## config.mk

```make
export PLATFORM = sky130hd
export DESIGN_NAME = iter_divider
export DESIGN_NICKNAME = d
export VERILOG_FILES = /design/src/rtl/iter_divider.sv
export SDC_FILE = /design/constraint.sdc
export NUM_CORES = 1
export LEC_CHECK = 0
export BUFFER_PORTS_ARGS = -buffer_cell sky130_fd_sc_hd__buf_2
export CORE_ASPECT_RATIO = 0.9
export CORE_UTILIZATION = 56
export CTS_BUF_LIST = sky130_fd_sc_hd__clkbuf_8
export DETAILED_ROUTE_END_ITERATION = 16
export GPL_TIMING_DRIVEN = 0
export PLACE_DENSITY_LB_ADDON = 0.12
export RECOVER_POWER = 25
export SKIP_CTS_REPAIR_TIMING = 1
export SYNTH_ARGS = -nofsm -noshare
export SYNTH_HDL_FRONTEND = slang
export SYNTH_SLANG_ARGS = --single-unit
```

## constraint.sdc

```tcl
create_clock -name clk -period 12.8 [get_ports clk]
set_input_delay 0.64 -clock clk [delete_from_list [all_inputs] [get_ports clk]]
set_output_delay 0.64 -clock clk [all_outputs]
set_load 0.05 [all_outputs]
```

## src/rtl/iter_divider.sv

```systemverilog
// Multi-cycle radix-2 restoring divider (div.w/div.wu/mod.w/mod.wu) for the execute stage.
// Accepts a request in IDLE, produces one quotient bit per cycle, and holds the result in DONE.
module iter_divider #(
  parameter int unsigned DATA_W = 32,
  parameter int unsigned CNT_W  = 6
) (
  input  logic              clk,
  input  logic              rst_n,
  input  logic              is_flush,
  input  logic              is_stall,
  input  logic              en,
  input  logic              is_signed,
  input  logic [DATA_W-1:0] dividend,
  input  logic [DATA_W-1:0] divisor,
  output logic [DATA_W-1:0] quotient,
  output logic [DATA_W-1:0] remainder,
  output logic              done
);

  typedef enum logic [1:0] {
    StIdle,
    StCalc,
    StDone
  } state_e;

  state_e            state_q;
  logic [DATA_W-1:0] rem_q;
  logic [DATA_W-1:0] quo_q;
  logic [DATA_W-1:0] div_mag_q;
  logic              q_neg_q;
  logic              r_neg_q;
  logic              div_zero_q;
  logic [CNT_W-1:0]  cnt_q;

  logic [DATA_W-1:0] dividend_mag;
  logic [DATA_W-1:0] divisor_mag;
  logic [DATA_W:0]   rem_sh;
  logic [DATA_W-1:0] diff_lo;
  logic              trial_ok;
  logic [DATA_W-1:0] rem_nxt;
  logic [DATA_W-1:0] quo_nxt;
  logic              last_iter;

  // Magnitudes are only taken for signed operation; unsigned operands pass through raw.
  assign dividend_mag = (is_signed && dividend[DATA_W-1]) ? (~dividend + 1'b1) : dividend;
  assign divisor_mag  = (is_signed && divisor[DATA_W-1])  ? (~divisor + 1'b1)  : divisor;

  // Shifted partial remainder can reach 2*divisor, so it needs one extra bit.
  assign rem_sh    = {rem_q, quo_q[DATA_W-1]};
  assign trial_ok  = (rem_sh >= {1'b0, div_mag_q});
  assign diff_lo   = DATA_W'(rem_sh - {1'b0, div_mag_q});
  assign rem_nxt   = trial_ok ? diff_lo : rem_sh[DATA_W-1:0];
  assign quo_nxt   = {quo_q[DATA_W-2:0], trial_ok};
  assign last_iter = (cnt_q == CNT_W'(DATA_W - 1));

  always_ff @(posedge clk or negedge rst_n) begin
    if (!rst_n) begin
      state_q    <= StIdle;
      done       <= 1'b0;
      quotient   <= '0;
      remainder  <= '0;
      rem_q      <= '0;
      quo_q      <= '0;
      div_mag_q  <= '0;
      q_neg_q    <= 1'b0;
      r_neg_q    <= 1'b0;
      div_zero_q <= 1'b0;
      cnt_q      <= '0;
    end else if (is_flush) begin
      state_q <= StIdle;
      done    <= 1'b0;
      cnt_q   <= '0;
    end else begin
      unique case (state_q)
        StIdle: begin
          if (en) begin
            state_q    <= StCalc;
            rem_q      <= '0;
            quo_q      <= dividend_mag;
            div_mag_q  <= divisor_mag;
            q_neg_q    <= is_signed & (dividend[DATA_W-1] ^ divisor[DATA_W-1]);
            r_neg_q    <= is_signed & dividend[DATA_W-1];
            div_zero_q <= (divisor == '0);
            cnt_q      <= '0;
          end
        end
        StCalc: begin
          rem_q <= rem_nxt;
          quo_q <= quo_nxt;
          cnt_q <= cnt_q + 1'b1;
          if (last_iter) begin
            state_q <= StDone;
            done    <= 1'b1;
            // Divide-by-zero keeps the all-ones quotient; negating the remainder magnitude
            // restores the original dividend, so only the quotient fix-up is bypassed.
            quotient  <= (q_neg_q && !div_zero_q) ? (~quo_nxt + 1'b1) : quo_nxt;
            remainder <= r_neg_q ? (~rem_nxt + 1'b1) : rem_nxt;
          end
        end
        StDone: begin
          if (!is_stall) begin
            state_q <= StIdle;
            done    <= 1'b0;
          end
        end
        default: begin
          state_q <= StIdle;
          done    <= 1'b0;
        end
      endcase
    end
  end

endmodule

```

==> impl.org, run 1 <==
** Run status
- The flow ran to the end, but the final reports show violations.
- Violations in the final reports :: capacitance limit, slew limit

** GRT
- The first global-routing pass estimated 55400 um of wire.
- GR met2 Demand/Resource :: 44.1%
- Global routing used between 50% and 60% of the available met1 tracks.
- Number of antenna violations at the first check in global routing :: 0
- Leftover overflow at the end of global routing :: 0
- The number of global-route vias before repair is 10459.
- Pin count of the biggest net entering global routing :: ~110
- GRT Overall Usage :: about a third
- Global routing used 6.38% of the available met3 tracks.
- Grt peak-use layer :: met1

** Synthesis
- Counting flops and latches in the post-synthesis netlist gives 172.
- In the synthesized netlist the async set-or-reset flop fraction comes to 100%.
- Number of synthesis warnings :: 0
- Synthesized netlist cell count :: roughly 1500
- Sequential element share of the synthesized area :: between 30% and 40%
- A synthesized cell averages 7.97 um2.
- In the synthesized netlist the dominant register cell turns out to be sky130_fd_sc_hd__dfrtp_1.
- Yosys mapped a number of flops with a built-in enable equal to 0.
- Cell area after technology mapping :: 12100 um2
- Synthesis produced a netlist with a net count of 1623.
- Number of distinct standard cells referenced by the synthesized netlist :: 78

** Place
- Count of input and output buffers :: between 100 and 150
- Routability-driven placement finished with a final weighted congestion of about 0.95.
- HPWL after detailed placement :: 27200 um
- The number of placed instances, taps included, is roughly 1900.
- The placed instances occupy a cell area of 13100 um2.

** Detailed routing
- Via total after detailed routing :: 11600
- Drt first pass iters :: 5
- Routed vias/inst :: around 5.9
- For this block, the routed nets add up to 34300 um of wire.
- Count of routing violations after the opening detailed-route iteration :: 1018
- Total DRC errors in the routed layout :: 0
- The detail route stage leaves a number of antenna-violating nets equal to 0.
- Routed length per placed instance :: 17.4 um

** Final layout
- The number of antenna diodes in the final layout is 0.
- Commonest non-fill, non-tap cells in the layout :: sky130_fd_sc_hd__nand2_1 (237), sky130_fd_sc_hd__o21ai_0 (208), sky130_fd_sc_hd__dfrtp_1 (172), sky130_fd_sc_hd__buf_2 (153), sky130_fd_sc_hd__a21oi_1 (118)
- Net total in the final layout :: 1778
- After routing the design area is 13500 um2.
- Fraction of final layout cells with drive strength greater than 1 :: between 10% and 20%
- Commonest non-fill, non-tap cell in the layout :: sky130_fd_sc_hd__nand2_1
- Layout area overhead :: 12.1%
- Once layout is complete, the utilization of the core stands at 64.6%.
- Leaving out filler cells and counting taps, the final layout contains between 1500 and 2000.

** Timing
- Slew at the pin closest to its max-slew limit :: between 3 and 4 ns
- Final setup viols :: 0
- Setup Total Neg Slack :: 0 ns
- Clock skew :: 0.0184 ns
- Based on the critical path, the design can be clocked at up to 0.169 GHz.
- RSZ-0062 raised after global routing :: no
- The worst path uses 46.2% of the clock period.
- The routed design could run at a clock period as short as between 5 and 6 ns.
- The number of hold violations in the final report came to 0.
- Number of slew-limit violations in the final report :: 60
- The worst pin sits at a relative slew slack of -112%.

** Worst setup path
- Crit path cell chain :: ha_1 -> a21oi_1 -> o21ai_1 -> a211oi_1 -> o31ai_1 -> or3_1 -> buf_2 -> buf_2 -> buf_2 -> buf_2 -> o21ai_0 -> ha_1 -> nand2b_1 -> nor4_1 -> nand3_1 -> a2bb2oi_1 -> nand4b_1 -> o21ai_1 -> xnor2_1 -> o21ai_0
- The slowest stage of the critical path is the sky130_fd_sc_hd__o21ai_0 cell.
- Required time worst endpoint :: 13.15 ns
- Delay of the slowest cell on the worst path :: 0.60 ns
- The number of buffers and inverters on the critical path is 4.
- The worst setup path is launched from a flip-flop.
- Of all nets on the critical path, the largest fanout is 10.
- Crit-path leading delay family :: compound AO/OA/AOI/OAI gates
- Worst setup path category :: flip-flop to flip-flop
- Critical path endpoint category :: flip-flop
- Counting stages on the worst path, the most repeated cell is sky130_fd_sc_hd__buf_2.
- STA puts the critical path data arrival time at approximately 6.3 ns.

** Power and ir drop
- VDD sags by at most 0.105 mV.
- In this run the static leakage power is 6.04 nW.
- PnR Total Power :: 0.00300 W
- Clock group share of total power :: 13.3%
- Internal power component :: 0.00147 W
- Switching power :: 0.00154 W
- For this design the ratio of total power to cell area is between 200 and 250 nW/um2.
- Of the total power, the share spent switching nets is 51.2%.
- Power share of the sequential group :: 25.5%
- Combinational share of power :: 61.2%

** Clock tree
- Later-pin clock latency in the skew report :: 0.49 ns
- The number of clock buffers added by TritonCTS is 17.
- Largest buffer count on any clock path :: 2
- The H-tree was split into 4 levels.
- The cell sitting at the root of the clock tree is a sky130_fd_sc_hd__clkbuf_8.
- CTS tree :: done
- Clock-pin slew was measured on the worst setup and hold paths at 0.11 ns.
- The clock net in this run drives a total of around 170 sinks.

** Die
- After floorplanning, the core was divided into 50 placement rows.
- The floorplan step set the die height to around 140 um.
- The region available for standard cell placement spans 21000 um2.
- The die is 157 um wide.
- The die covers between 20000 and 25000 um2.
- The initial utilization of the core area, before any placement, comes to between 50 and 60%.
- In this run the count of I/O pins placed on the die edge is around 140.

** Hold path
- Min-delay worst type :: input pin to flip-flop

** Job
- Maxcap violations :: 1
[power by group through the flow]
stage	clock [W]	sequential, W	combinational (W)
3_3_place_gp	0	0.000763	0.00175
2_1_floorplan	0	0.000711	0.00135
4_1_cts	0.000404	0.000756	0.00179
6_report	0.000399	0.000765	0.00184
3_5_place_dp	0	0.000766	0.00178
5_1_grt	0.000423	0.000774	0.00201
[cell families (layout without fill, tap and decap cells)]
| family | count (synthesis) | in the layout | synth area share, % |
|---|---|---|---|
| muxes | 23 | 23 | 1.96 |
| DFF | 172 | 172 | 35.7 |
| adders and majority gates | 38 | 38 | 4.00 |
| and+or+nand+nor | 530 | 530 | 20.2 |
| AOI/OAI and AO/OA | 478 | 478 | 23.7 |
| xor gates and xnor gates | 137 | 137 | 9.94 |
| buffers and inverters | 137 | 305 | 4.59 |
[state kept, by name, indices dropped and copies added (netlist names)]
name,cells
cnt_q,6
div_mag_q,32
div_zero_q,1
done,1
q_neg_q,1
quo_q,32
quotient,32
r_neg_q,1
rem_q,32
remainder,32
state_q,2
[stage by stage]
step / hold WS [ns] / setup WS, ns
after global routing: 0.393 / 6.64
after floorplan: 0.344 / 8.45
final: 0.386 / 6.88
after CTS: 0.0492 / 7.01
after detailed placement: 0.465 / 7.07
after global placement: 0.457 / 7.12
[cells in the mapped netlist, types with 7 or more instances]
library cell               number  share of area (%)
sky130_fd_sc_hd__a21oi_1      118                4.9
sky130_fd_sc_hd__or3_1         19               0.98
sky130_fd_sc_hd__a211oi_1      10               0.62
sky130_fd_sc_hd__dfrtp_1      172                 36
sky130_fd_sc_hd__a31oi_1       15               0.78
sky130_fd_sc_hd__buf_1          9               0.28
sky130_fd_sc_hd__ha_1          37                3.8
sky130_fd_sc_hd__mux2i_1       21                1.7
sky130_fd_sc_hd__nor4_1        19               0.98
sky130_fd_sc_hd__clkbuf_1      57                1.8
sky130_fd_sc_hd__nor2_1       115                3.6
sky130_fd_sc_hd__nor2b_1        7               0.36
sky130_fd_sc_hd__o21ai_0      208                8.6
sky130_fd_sc_hd__and2_1        12               0.62
sky130_fd_sc_hd__nand3_1       19               0.79
sky130_fd_sc_hd__nand2b_1      18               0.93
sky130_fd_sc_hd__o21ai_1       19               0.79
sky130_fd_sc_hd__o31ai_1       21                1.3
sky130_fd_sc_hd__nand2_1      237                7.4
sky130_fd_sc_hd__a21o_1        10               0.62
sky130_fd_sc_hd__xnor2_1       80                5.8
sky130_fd_sc_hd__nor3b_1        7               0.44
sky130_fd_sc_hd__o21a_1         7               0.44
sky130_fd_sc_hd__inv_1         48                1.5
sky130_fd_sc_hd__nand4_1       15               0.78
sky130_fd_sc_hd__buf_2         20               0.83
sky130_fd_sc_hd__xor2_1        57                4.1
sky130_fd_sc_hd__nor3_1        28                1.2
[layout make-up]
type / instances / area, um2
fill: 1885 / 7420
multi-input combinational: 1206 / 7210
sequential: 172 / 4300
timing repair buffer: 136 / 702
buffer: 88 / 370
tap: 286 / 358
clock buffer: 18 / 248
inverter: 49 / 184
clock inverter: 14 / 158
[routing by layer]
metal	up-vias	part of all wire, %
li1	5653	-
met1	5437	50
met2	470	39
met3	40	9.1
met4	0	1.3
met5	-	0
[path summary, 6_finish.rpt]
path / cells past startpoint / from / slack, ns / end
max in group asynchronous: 1 / rst_n / 9.81 / remainder[16]
hold / removal: 2 / is_flush / 0.39 / state_q[1]
setup reg to reg: 20 / rem_q[19] / 6.88 / remainder[24]
min in group asynchronous: 1 / rst_n / 1.19 / quotient[17]
hold reg to reg: 2 / remainder[21] / 0.48 / remainder[21]
setup / recovery: 20 / rem_q[19] / 6.88 / remainder[24]
Note: power is estimated with default switching activity, not from simulation.
==> inputs of run 2 (changes only) <==
==> constraint.sdc (replaced) <==
create_clock -name clk -period 5.8 [get_ports clk]
set_input_delay 0.29 -clock clk [delete_from_list [all_inputs] [get_ports clk]]
set_output_delay 0.29 -clock clk [all_outputs]
set_load 0.05 [all_outputs]
==> run 2 against run 1 <==
Against the previous run: the run still ends with capacitance limit, slew limit left; sequential power grew 120%; combinational power grew 120%; critical endpoint unchanged; first-iteration DRC count shrank 4.2%; utilization grew 0.084 points; worst hold slack lost 0.35 ns; worst setup slack lost 6.6 ns; clock power grew 120%; critical path depth grew 3; global-route usage is the same; largest cell class unchanged; clock-buffer cell count is the same; cell area grew 0.13%.
==> impl.org, run 2 (same netlist as run 1, synthesis figures left out) <==
** GRT
- GRT Overall Usage :: 32.2%
- The first global-routing pass estimated 55400 um of wire.
- The number of global-route vias before repair came to 10459.
- Number of antenna violations at the first check in global routing :: 0
- Global routing finished with a remaining overflow of 0.
- Entering global routing, the biggest net connects 114 pins.

** Clock tree
- CTS tree :: done
- Clock tree synthesis inserted a total of 17 buffers.
- The cell sitting at the root of the clock tree is a sky130_fd_sc_hd__clkbuf_8.
- The clock reaches the later pin of the worst-skew pair after 0.49 ns.
- The clock passes through at most 2 buffers.
- CTS saw 172 sinks.
- The H-tree generated during clock tree synthesis spans 4 levels.
- Clock-pin slew was measured on the worst setup and hold paths at between 0.1 and 0.15 ns.

** Die
- Width of the die :: 157 um
- Core box area :: 21000 um2
- Die area :: around 22000 um2
- Number of top-level pins :: 135
- Core Rows :: 50
- The die is 141 um tall.
- For this configuration, the core starts out at a cell density of between 50% and 60%.

** Worst setup path
- Data on the critical path is required at its endpoint by 6.15 ns.
- Slowest library cell on the worst path :: sky130_fd_sc_hd__dfrtp_1
- Delay of the slowest cell on the worst path :: roughly 0.53 ns
- Traced cell by cell, the critical path runs through ha_1 -> buf_2 -> nand2_1 -> nor2_1 -> o211ai_1 -> a211oi_1 -> or3_1 -> buf_2 -> buf_2 -> clkbuf_4 -> clkbuf_4 -> nand2_1 -> o21ai_1 -> ha_1 -> nand2b_1 -> nor4_2 -> nand3_1 -> a2bb2oi_1 -> nand4b_1 -> buf_4 -> o21ai_1 -> xnor2_1 -> o21ai_0.
- Critical Path Start Type :: flip-flop
- In this design, the critical path's most frequently occurring cell is sky130_fd_sc_hd__buf_2.
- STA classifies the critical path endpoint as a flip-flop.
- Maximum fanout encountered on the critical timing path :: 10
- Together, buffers and inverters on the worst path number 6.
- The kind of cell with the highest combined delay along the critical path is buffers and inverters.
- Worst setup path category :: flip-flop to flip-flop
- Data arrival, critical path :: 5.91 ns

** Timing
- Period Utilization, post-route :: 95.8%
- The number of hold violations in the final report was 0.
- For this run, the top clock speed supported by timing is 0.180 GHz.
- Number of slew-limit violations in the final report :: 175
- Setup Total Neg Slack :: 0 ns
- Worst slew margin relative to its limit :: -104%
- At the pin with the least slew margin, the transition time is 3.06 ns.
- Setup repair after global routing left no endpoint under its margin.
- Min Clock Period, post-route :: 5.56 ns
- Minimum hold slack :: 0.0316 ns
- Clock skew :: roughly 0.016 ns
- Final setup viols :: 0

** Run status
- The final reports fail on capacitance limit, slew limit.
- Outcome :: finished, violations left

** Power and ir drop
- The completed layout was analyzed and its total power is 0.00665 W.
- Power spread over the standard cell area amounts to 490 nW/um2.
- VDD sags by at most 0.238 mV.
- Leakage power of the design :: slightly above 6 nW

** Final layout
- In the final layout, the multi-input gates occupy 7230 um2.
- Commonest non-fill, non-tap cell in the layout :: sky130_fd_sc_hd__nand2_1
- Layout area overhead :: 12.3%
- Cells with a size suffix above 1 make up approximately an eighth of the layout.
- In the final layout, flip-flops and latches occupy 4300 um2.
- Count of antenna diodes in the layout :: 0
- For this run, the share of the core covered by cells in the final layout is 64.7%.
- Net total in the final layout :: 1780
- After the flow finishes, the layout carries non-filler instances totaling 1971.
- Commonest non-fill, non-tap cells in the layout :: sky130_fd_sc_hd__nand2_1 (237), sky130_fd_sc_hd__o21ai_0 (207), sky130_fd_sc_hd__dfrtp_1 (172), sky130_fd_sc_hd__buf_2 (151), sky130_fd_sc_hd__a21oi_1 (118)
- Fill cell count :: 1886

** Detailed routing
- After detailed routing, the total wire length is 34300 um.
- Via total after detailed routing :: ~12000
- For this run, the detailed router's first-pass iteration total came to 5.
- Using the TritonRoute via totals, the vias-per-cell ratio works out to around 5.9.
- Once detail routing completed, the nets flagged for antenna violations numbered 0.
- Routed length per placed instance :: 17.4 um
- Total DRC errors in the routed layout :: 0
- For this block, the initial DRC count from the detailed router was a little under 1000.

** Place
- Count of input and output buffers :: 134
- Routability-driven placement finished with a final weighted congestion of 0.946.
- Number of placed cells counting well taps :: 1936
- Once detailed placement completed, the half-perimeter wirelength came to 27200 um.

** Hold path
- Min-delay worst type :: input pin to flip-flop

** Job
- Maxcap violations :: 2
-- run 2: area by class of cell --
type	instances	share of cell area, %
Clock inverter	14	1.16
Inverter	49	1.36
Multi-Input combinational cell	1206	53.3
Timing Repair Buffer	138	5.16
Tap cell	286	2.64
Clock buffer	18	1.83
Sequential cell	172	31.8
Buffer	88	2.78
-- run 2: worst paths after layout --
kind	startpoint	end	slack [ns]	depth (start not counted)
max	rem_q[4]	remainder[24]	0.24	23
min	is_flush	state_q[1]	0.03	2
max reg2reg	rem_q[4]	remainder[24]	0.24	23
min reg2reg	remainder[21]	remainder[21]	0.48	2
max in group asynchronous	rst_n	div_mag_q[0]	1.47	3
min in group asynchronous	rst_n	quotient[19]	1.37	2
-- run 2: stage by stage --
| stage | instance area [um2] | setup WS (ns) |
|---|---|---|
| final | 13600 | 0.242 |
| after global routing | 13600 | 0.0183 |
| after CTS | 13500 | 0.00589 |
| after detailed placement | 13100 | 0.0721 |
| after global placement | 13100 | 0.116 |
| after floorplan | 12100 | 1.45 |
-- run 2: routing by layer --
metal | GRT usage [%] | vias to the layer above | wire length, um
met3 | 6.38 | 41 | 3250
met1 | 51.2 | 5390 | 17100
met2 | 44.1 | 487 | 13500
li1 | - | 5655 | -
met4 | 7.38 | 0 | 452
met5 | 0 | - | 0
-- run 2: power breakdown --
part	switching (W)	internal (W)	total [W]
sequential	0.000299	0.00139	0.00169
clock	0.000538	0.000341	0.000880
combinational	0.00256	0.00151	0.00408
total	0.00340	0.00325	0.00665
==> inputs of run 3 (changes only) <==
--- a/config.mk
+++ b/config.mk
@@ -5,6 +5,7 @@
 export SDC_FILE = /design/constraint.sdc
 export NUM_CORES = 1
 export LEC_CHECK = 0
+export ABC_AREA = 1
 export BUFFER_PORTS_ARGS = -buffer_cell sky130_fd_sc_hd__buf_2
 export CORE_ASPECT_RATIO = 0.9
 export CORE_UTILIZATION = 56
@@ -14,6 +15,7 @@
 export PLACE_DENSITY_LB_ADDON = 0.12
 export RECOVER_POWER = 25
 export SKIP_CTS_REPAIR_TIMING = 1
+export SLEW_MARGIN = 40
 export SYNTH_ARGS = -nofsm -noshare
 export SYNTH_HDL_FRONTEND = slang
 export SYNTH_SLANG_ARGS = --single-unit
==> run 3 against run 2 <==
Against the previous run: first-iteration DRC count rose by 42%; sequential power fell by 5%; worst hold slack improved by 0.074 ns; utilization fell by 0.089 points; cell count rose by 19%; the run still ends with capacitance limit, slew limit left; critical path depth fell by 1; combinational power rose by 12%; maximum frequency rose by 15%; critical endpoint is now quotient[30]; via count rose by 14%; die area rose by 4.8%; clock skew rose by 0.0038 ns.
==> impl.org, run 3 <==
** Final layout
- Cells with a size suffix above 1 make up 11.8% of the layout.
- Commonest non-fill, non-tap cell in the layout :: sky130_fd_sc_hd__nand2_1
- Fill cell count :: approximately 2100
- In the layout the commonest cells are sky130_fd_sc_hd__nand2_1 (575), sky130_fd_sc_hd__inv_1 (222), sky130_fd_sc_hd__o21ai_0 (187), sky130_fd_sc_hd__dfrtp_1 (172), sky130_fd_sc_hd__nor2_1 (156).
- In the final design database the tool counted approximately 2200 nets.
- The number of antenna diodes in the final layout is 0.
- Util after Layout :: ~65%
- From synthesis to final layout, the design area changed by 11.7%.

** Timing
- Based on the critical path, the design can be clocked at up to 0.207 GHz.
- Clock skew :: 0.0199 ns
- The number of hold violations in the final report was 0.
- Min Clock Period, post-route :: 4.82 ns
- RSZ-0062 raised after global routing :: no
- Measured against its own limit, the worst slew margin works out to -22.1%.
- Setup Total Neg Slack :: 0 ns
- The worst path uses between 80% and 90% of the clock period.
- Setup violations remaining at the end of the flow were counted as 0.
- Number of slew-limit violations in the final report :: 23
- At the pin with the least slew margin, the transition time is between 1.5 and 2 ns.

** Detailed routing
- The first detailed-routing pass ran for 8 iterations.
- Via total after detailed routing :: 13196
- Total wire length :: 41300 um
- For this block, the initial DRC count from the detailed router was 1389.
- Routed length per placed instance :: 17.6 um
- Total DRC errors in the routed layout :: 0
- Routed vias/inst :: between 5 and 6
- Once detail routing completed, the nets flagged for antenna violations numbered 0.

** Power and ir drop
- Power spread over the standard cell area amounts to 498 nW/um2.
- Peak ir drop on the vdd network :: 0.309 mV
- Leakage power of the design :: 7.49 nW

** Synthesis
- Counting flops and latches in the post-synthesis netlist gives 172.
- Ranking of synthesized cells by area :: sky130_fd_sc_hd__dfrtp_1 (34%), sky130_fd_sc_hd__nand2_1 (17%), sky130_fd_sc_hd__o21ai_0 (7.4%), sky130_fd_sc_hd__inv_1 (6.6%), sky130_fd_sc_hd__xor2_1 (5.1%)
- Sequential element share of the synthesized area :: 34.0%
- Ranked by instance count, the synthesized netlist is headed by sky130_fd_sc_hd__nand2_1 (575), sky130_fd_sc_hd__inv_1 (222), sky130_fd_sc_hd__o21ai_0 (187).
- Average instance area after synthesis :: 6.68 um2
- Synthesis handed over a netlist of between 1500 and 2000 instances.
- The most used flip-flop cell after synthesis is sky130_fd_sc_hd__dfrtp_1.
- Mapped Nets :: 2003
- Yosys printed 0 warnings.
- Yosys instantiated no cell more often than sky130_fd_sc_hd__nand2_1.
- Yosys mapped the design onto 47 distinct sky130hd cell types.
- The share of synthesized area in the top cell type comes to between 30% and 40%.
- Async S/R FF share, synth :: 100%
- Counting flops with a built-in enable in the synthesized netlist gives 0.
- Cell area after technology mapping :: 12700 um2
- Post-synth top area cell :: sky130_fd_sc_hd__dfrtp_1

** Place
- HPWL after detailed placement :: 33200 um
- Input and output buffers added on the ports amount to roughly 130.
- Final weighted congestion of routability-driven global placement :: 1.01

** Die
- Core Rows :: 51
- For this configuration, the core starts out at a cell density of 57.8%.
- The floorplan step set the die width to 160 um.
- Die area :: 23200 um2
- Core box area :: about 22000 um2
- Number of top-level pins :: 135
- The floorplan step set the die height to about 140 um.

** Clock tree
- Clock-pin transition on the worst setup and hold timing paths :: 0.11 ns
- CTS tree :: done
- The later pin in the worst-skew pair is clocked with a latency of ~0.5 ns.
- Counting every sink on the clock net gives about 170.
- Counting the buffers created by CTS gives 17.
- H-tree Lvls :: 4
- Clock tree synthesis selected as its root buffer the cell sky130_fd_sc_hd__clkbuf_8.
- The longest clock path from root to sink contains 2 buffers.

** Run status
- Outcome :: finished, violations left
- Violations in the final reports :: capacitance limit, slew limit

** GRT
- The number of global-route vias before repair was 11939.
- Number of antenna violations at the first check in global routing :: 1
- In the global route stage, overall resource usage came out at 36.8%.
- Leftover overflow at the end of global routing :: 0
- Entering global routing, the biggest net connects between 70 and 80 pins.
- The first global-routing pass estimated about 65000 um of wire.

** Worst setup path
- Required time worst endpoint :: 6.17 ns
- The cell family contributing the most delay on the critical path is simple AND/OR/NAND/NOR gates.
- Critical path's most frequent cell :: sky130_fd_sc_hd__nand2_1
- The worst setup path is captured at a flip-flop.
- Crit path cell chain :: inv_1 -> ha_1 -> nand2_1 -> nor2_2 -> nand2_1 -> nor2_2 -> nand2_1 -> nand2_1 -> nor2_2 -> nand2_4 -> buf_8 -> inv_4 -> buf_4 -> ha_1 -> nand3_1 -> nor2_1 -> nand4_1 -> nor3_2 -> nand4_1 -> o21ai_0 -> xor2_1 -> o21ai_0
- Crit path buffers/inverters :: 4
- The slowest stage of the critical path belongs to the cell sky130_fd_sc_hd__xor2_1.
- Worst setup path category :: flip-flop to flip-flop
- STA classifies the critical path startpoint as a flip-flop.
- Data arrival, critical path :: 5.19 ns
- For this run, the slowest stage of the critical path takes roughly 0.45 ns.
- Of all nets on the critical path, the largest fanout is 10.

** Hold path
- The worst hold path belongs to the class input pin to flip-flop.

** Job
- Maxcap violations :: 1
-- run 3: cell types whose count changed after synthesis, sizes merged, moves of 15 or more --
| cell | before | now |
|---|---|---|
| xnor2 | 80 | 15 |
| o21ai | 228 | 205 |
| xor2 | 57 | 74 |
| nor4 | 19 | 4 |
| nand2b | 19 | 0 |
| nor2 | 115 | 176 |
| or3 | 19 | 0 |
| mux2i | 21 | 0 |
| buf | 31 | 15 |
| a21oi | 123 | 73 |
| o31ai | 24 | 5 |
| nand3 | 19 | 129 |
| inv | 49 | 232 |
| nand2 | 237 | 595 |
-- run 3: cell families (layout without fill, tap and decap cells) --
family / count (synthesis) / count (layout) / share of synthesized area [%]
DFF: 172 / 172 / 34.0
and+or+nand+nor: 976 / 976 / 32.8
adders and majority gates: 38 / 38 / 3.82
xor gates and xnor gates: 89 / 89 / 6.16
buffers and inverters: 294 / 462 / 9.29
AOI/OAI and AO/OA: 326 / 326 / 13.9
-- run 3: per-stage QoR --
stage	hold slack, ns	worst slack (ns)	power [W]	cell area [um2]	instances
3_3_place_gp	0.462	1.07	0.00600	13700	2320
5_1_grt	0.106	0.777	0.00761	14100	2354
2_1_floorplan	-0.00559	2.41	0.00483	12700	1895
3_5_place_dp	0.163	1.04	0.00605	13800	2322
6_report	0.105	0.978	0.00704	14100	2354
4_1_cts	-0.379	1.02	0.00692	14100	2353
-- run 3: path summary, 6_finish.rpt --
| path | start | slack (ns) | endpoint | cells past startpoint |
|---|---|---|---|---|
| max reg2reg | div_mag_q[9] | 0.98 | quotient[30] | 22 |
| min reg2reg | remainder[25] | 0.48 | remainder[25] | 2 |
| max | div_mag_q[9] | 0.98 | quotient[30] | 22 |
| min in group asynchronous | rst_n | 0.83 | div_mag_q[10] | 2 |
| max in group asynchronous | rst_n | 3.84 | quo_q[20] | 3 |
| min | divisor[31] | 0.11 | q_neg_q | 4 |
-- run 3: cell type report --
cell class                      instances  area [um2]  share of cell area (%)
Multi-Input combinational cell       1429        7180                    50.8
Sequential cell                       172        4300                    30.4
Inverter                              236         888                    6.28
Timing Repair Buffer                  137         734                    5.20
Tap cell                              291         364                    2.58
Buffer                                 58         288                    2.04
Clock buffer                           18         248                    1.75
Clock inverter                         13         129                   0.912
-- run 3: worst register-to-register path: cells and delay by family (launching register included) --
kind,cells,cell delay [ns]
compound gates,2,0.45
buf+inv,4,0.72
fa+ha+maj,2,0.53
flops,1,0.39
simple gates,13,2.16
xor+xnor,1,0.45
-- run 3: per-layer routing --
layer  share of wire (%)  global-route usage (%)  up-vias
met5                   0                       0        -
met4                 2.0                    10.6        0
li1                    -                       -     6415
met3                  10                    9.87       67
met2                  40                    51.9      566
met1                  47                    54.4     6148
-- run 3: power by group --
part,total [W],internal [W],switching (W)
logic,0.00458,0.00141,0.00318
registers,0.00161,0.00140,0.000211
clock network,0.000848,0.000326,0.000523
total,0.00704,0.00313,0.00391
